$ cat src/rtl/ir_fetch_seq.sv
// ir_fetch_seq: multi-cycle instruction fetch sequencer.
// Reads BYTES consecutive bytes from byte-wide instruction memory, steers each
// byte to the IR slices via ir_d plus a one-hot ir_en, then pulses pc_en with
// pc_out = base + BYTES.
// Optional feature: define FETCH_TIMEOUT_EN to abort a fetch whose current
// byte has waited TIMEOUT cycles without mem_valid (reported on fetch_err).
//
// Handshake: mem_req/mem_addr are held steady while waiting. A byte transfers
// on any rising edge where mem_req=1 and mem_valid=1. mem_valid is ignored
// whenever mem_req=0.
//
// State sequence: IDLE -> REQ (one or more cycles per byte) -> DRAIN (last
// ir_en pulse visible) -> DONE (pc_en pulse) -> IDLE.
// Every output is a register and lines up with the state shown on state_dbg.
module ir_fetch_seq #(
  parameter int ADDR_W  = 8,
  parameter int BYTES   = 4,
  parameter int TIMEOUT = 15
) (
  input  logic              clk,
  input  logic              rst,
  input  logic              fetch_start,
  input  logic [ADDR_W-1:0] pc_in,
  output logic              mem_req,
  output logic [ADDR_W-1:0] mem_addr,
  input  logic [7:0]        mem_rdata,
  input  logic              mem_valid,
  output logic [7:0]        ir_d,
  output logic [BYTES-1:0]  ir_en,
  output logic [ADDR_W-1:0] pc_out,
  output logic              pc_en,
  output logic              busy,
  output logic              fetch_err,
  output logic [1:0]        state_dbg
);

  localparam int IDX_W = (BYTES > 1) ? $clog2(BYTES) : 1;

  typedef enum logic [1:0] {
    S_IDLE  = 2'd0,
    S_REQ   = 2'd1,
    S_DRAIN = 2'd2,
    S_DONE  = 2'd3
  } state_t;

  state_t            state;
  logic [IDX_W-1:0]  idx;
  logic [ADDR_W-1:0] base;

`ifdef FETCH_TIMEOUT_EN
  localparam int CNT_W = $clog2(TIMEOUT + 1);
  logic [CNT_W-1:0] wait_cnt;
`else
  // No watchdog in this build: stalls wait forever and no abort is reported.
  assign fetch_err = 1'b0;
`endif

  // The state register is exported as-is for observation.
  assign state_dbg = state;

  // Fetch FSM with all of its registered outputs.
  always_ff @(posedge clk) begin
    if (!rst) begin
      state     <= S_IDLE;
      idx       <= '0;
      base      <= '0;
      mem_req   <= 1'b0;
      mem_addr  <= '0;
      ir_d      <= '0;
      ir_en     <= '0;
      pc_out    <= '0;
      pc_en     <= 1'b0;
      busy      <= 1'b0;
`ifdef FETCH_TIMEOUT_EN
      fetch_err <= 1'b0;
      wait_cnt  <= '0;
`endif
    end else begin
      // Strobes default low, so each one lasts exactly one cycle.
      ir_en <= '0;
      pc_en <= 1'b0;
`ifdef FETCH_TIMEOUT_EN
      fetch_err <= 1'b0;
`endif
      case (state)
        S_IDLE: begin
          if (fetch_start) begin
            base     <= pc_in;
            idx      <= '0;
            mem_req  <= 1'b1;
            mem_addr <= pc_in;
            busy     <= 1'b1;
            state    <= S_REQ;
`ifdef FETCH_TIMEOUT_EN
            wait_cnt <= '0;
`endif
          end
        end

        S_REQ: begin
          if (mem_valid) begin
            ir_d  <= mem_rdata;
            ir_en <= BYTES'(1) << idx;
`ifdef FETCH_TIMEOUT_EN
            wait_cnt <= '0;
`endif
            if (idx == IDX_W'(BYTES - 1)) begin
              mem_req <= 1'b0;
              state   <= S_DRAIN;
            end else begin
              // Address wraps naturally modulo 2^ADDR_W.
              idx      <= idx + IDX_W'(1);
              mem_addr <= mem_addr + ADDR_W'(1);
            end
          end
`ifdef FETCH_TIMEOUT_EN
          else if (wait_cnt == CNT_W'(TIMEOUT - 1)) begin
            // Byte never arrived: drop the request, no PC update.
            mem_req   <= 1'b0;
            busy      <= 1'b0;
            fetch_err <= 1'b1;
            state     <= S_IDLE;
          end else begin
            wait_cnt <= wait_cnt + CNT_W'(1);
          end
`endif
        end

        S_DRAIN: begin
          // The last ir_en pulse is showing; the PC update follows next cycle.
          pc_out <= base + ADDR_W'(BYTES);
          pc_en  <= 1'b1;
          state  <= S_DONE;
        end

        S_DONE: begin
          busy  <= 1'b0;
          state <= S_IDLE;
        end

        default: state <= S_IDLE;
      endcase
    end
  end

endmodule

$ cat config.mk
export PLATFORM = sky130hd
export DESIGN_NAME = ir_fetch_seq
export DESIGN_NICKNAME = d
export VERILOG_FILES = /design/src/rtl/ir_fetch_seq.sv
export SDC_FILE = /design/constraint.sdc
export NUM_CORES = 1
export LEC_CHECK = 0
export ABC_CLOCK_PERIOD_IN_PS = 4390
export CAP_MARGIN = 0
export CORE_MARGIN = 2
export CORE_UTILIZATION = 50
export CTS_CLUSTER_DIAMETER = 100
export DETAILED_ROUTE_END_ITERATION = 16
export GPL_TIMING_DRIVEN = 0
export PLACE_DENSITY = 0.92
export SYNTH_ARGS = -nofsm -noshare
export SYNTH_HDL_FRONTEND = slang
export SYNTH_SLANG_ARGS = --single-unit
$ cat constraint.sdc
create_clock -name clk -period 4.39 [get_ports clk]
set_input_delay 0.878 -clock clk [delete_from_list [all_inputs] [get_ports clk]]
set_output_delay 0.878 -clock clk [all_outputs]
set_load 0.02 [all_outputs]
==> run metrics <==
Vias about 1800; TritonCTS Buffers 5; Hold Crit Class flop to flop; Layout Cells excl Fill around 330; CP required approximately 4.6 ns; # diodes 0; clock-pin slew on the worst setup and hold paths around 0.080 ns; Worst Hold Slack about 0.45 ns; filler instances ~300; Hold Path Depth 2; max incr delay on CP ~0.54 ns; DPL Wire Length between 3 and 4 mm; final setup violating endpoints 0; synthesized area roughly 1900 um^2; TritonCTS Sinks between 40 and 50; P&R area growth vs syn 36.40%; register area share after synthesis 45.53%; Vias/cell between 5 and 6; Final Skew between 0.006 and 0.007 ns; DRT Wirelength about 4.3 mm; Synth area leaders dfxtp_1 46%, a21oi_1 7.4%, nand2_1 7.3%, ha_1 6.0%, nor2_1 3.8%; Avg Cell Area, Syn roughly 8.5 um^2; H-tree levels 2; drt first pass iters 4; grt met2 use 35.59%; die width ~65 um; pin count of the biggest net entering global routing 14; critical path class primary input to flop; CTS max path bufs 2; ys async rst share 0%; Reg area between 800 and 900 um^2; Yosys reg bits 43; Die Ht 65.49 um; CTS root buffer clkbuf_8; Synth top area share 45.53%; worst flop-to-flop path startpoint state_dbg[0]; # Max-Cap Violations 0; worst-margin pin slew a little under 0.8 ns; pwr/cell area roughly 620 nW/um^2; critical-path cell list clkdlybuf4s50_1 -> nor2b_4 -> or4_1 -> clkbuf_1 -> o31ai_1 -> a21oi_1; IO Port Bufs 51; I/O pin count 54; reg-to-reg critical path endpoint mem_addr[5]; drt wl/cell roughly 13 um; Gate Count Post-Synth around 220; M1 GR Usage about 29%; syn nets ~250; Routed Antenna Nets 0; fin crit period around 2.5 ns; first-pass GRT wire length 7.465 mm; Tcrit/Tclk final 56.48%; Starting DRT DRC Count 90; Critical path buffers and inverters 2; Final Hold Vio Count 0; CP Capture Type flop; placed cells 321; Levels on crit path 6; PostCTS Resize Cnt 0; Max-slew headroom a little under half; critical path arrival ~2.7 ns; nets@finish ~310; Leak 0.9415 nW; r2r setup slk between 2 and 2.5 ns; gr busiest metal met2; DRC viols 0; fmax 0.4033 GHz; Critical Path End mem_addr[5]; GR met3 Demand/Resource 6.678%; die area approximately 4300 um^2; remaining global-route overflow 0; TNS Setup 0 ns; multi-input logic area 962.2 um^2; number of synthesized flops with an enable pin 0; Setup Fix Bufs, Post-CTS 0; Clock Latency Late Sink 0.30 ns; Primary FF master, synth dfxtp_1; reg2reg path depth 7; hold buffers post-CTS 0; Core Box Area 3661 um^2; RSZ-0062 raised after global routing false; Final GP Congestion 0.8823; gr usage total between 20% and 30%; row count 22; Critical Path Slowest Stage Cell clkdlybuf4s50_1; Final Max Slew Viols 0; Yosys top cell by area dfxtp_1; TritonCTS clock tree built; peak supply drop 0.3294 mV; CP Launch Type primary input; Ys Warns 0; Distinct cells, synth 41; Worst Setup SP fetch_start; antenna violations before repair 0; status finished, final reports clean; Initial Util 51.64%; share of layout cells above drive strength 1 4.982%; vias in the first global route 1647; CP top delay family buffers and inverters; CP max FO 10
-- worst min-delay path, stage by stage, from the launching register on --
cell and delay [ns]:
dfxtp_1 0.31, nand2_1 0.05, a21oi_1 0.05
-- worst min path at each step --
| stage | from | end |
|---|---|---|
| after floorplan | base[0] | base[0] |
| after detailed placement | ir_d[2] | ir_d[2] |
| final | ir_d[5] | ir_d[5] |
| after global routing | ir_d[2] | ir_d[2] |
| after global placement | ir_d[4] | ir_d[4] |
| after CTS | ir_d[2] | ir_d[2] |
-- state kept, by name, indices dropped and copies added, names as in the netlist --
register and cells:
busy 1, pc_en 1, state_dbg 2, mem_req 1, pc_out 8, ir_d 8
base 8, mem_addr 8, ir_en 4, idx 2
-- per-stage QoR --
| step | util, % | cell area [um^2] | total power [mW] | worst slack, ns |
|---|---|---|---|---|
| 3_5_place_dp | 67.22 | 2461 | 1.296 | 1.615 |
| 3_3_place_gp | 67.22 | 2461 | 1.276 | 1.621 |
| 2_1_floorplan | - | 1891 | 1.034 | 2.168 |
| 4_1_cts | 70.44 | 2579 | 1.622 | 1.921 |
| 6_report | 70.44 | 2579 | 1.611 | 1.910 |
| 5_1_grt | 70.44 | 2579 | 1.729 | 1.791 |
-- area by class of cell --
cell class                 instances  area share [%]
multi-input combinational        162           37.31
tap                               48           2.329
sequential                        43           33.38
clock inverter                     2           1.359
clock buffer                       6           3.202
timing repair buffer              51           19.80
inverter                           5          0.7278
buffer                            12           1.892
-- routing by layer --
metal / up-vias / share of wire (%)
li1: 882 / -
met1: 795 / 44
met2: 73 / 45
met3: 9 / 7.9
met4: 0 / 2.4
met5: - / 0
-- cells in the mapped netlist, types with 3 or more instances --
master / n
a211oi_1: 6
a21oi_1: 28
and2_1: 3
buf_1: 3
clkbuf_1: 8
dfxtp_1: 43
ha_1: 9
inv_1: 4
mux2i_1: 7
nand2_1: 37
nand3_1: 14
nor2_1: 19
nor2b_1: 4
-- kinds of logic after synthesis --
group                    after synthesis  synth area share [%]
XOR/XNOR                               4                 1.853
buffers and inverters                 17                 3.574
AO/OA/AOI/OAI                         48                 15.55
multiplexers                           7                 3.706
adder cells (fa/ha/maj)                9                 5.956
flip-flops                            43                 45.53
other                                  1                0.1984
AND/OR/NAND/NOR                       93                 23.63
-- cell usage in the layout (no fill, tap or decap), types with 2 or more instances in the layout --
cell	n
a211oi_1	6
a21oi_1	28
and2_1	3
buf_1	3
clkbuf_1	8
clkbuf_8	6
clkdlybuf4s50_1	51
dfxtp_1	43
ha_1	9
inv_1	4
mux2i_1	7
nand2_1	37
nand2b_1	2
nand3_1	14
nand4_1	2
nor2_1	19
nor2b_1	4
nor3_1	2
nor3b_1	2
o21ai_0	2
o31ai_1	2
or4_1	2
xnor2_1	2
xor2_1	2
-- where the power goes --
part           switching (mW)  total, mW  internal [mW]
Combinational           0.409      0.726          0.316
Clock                   0.134      0.318          0.184
Sequential             0.0820      0.567          0.485
(Power assumes the default switching activity.)
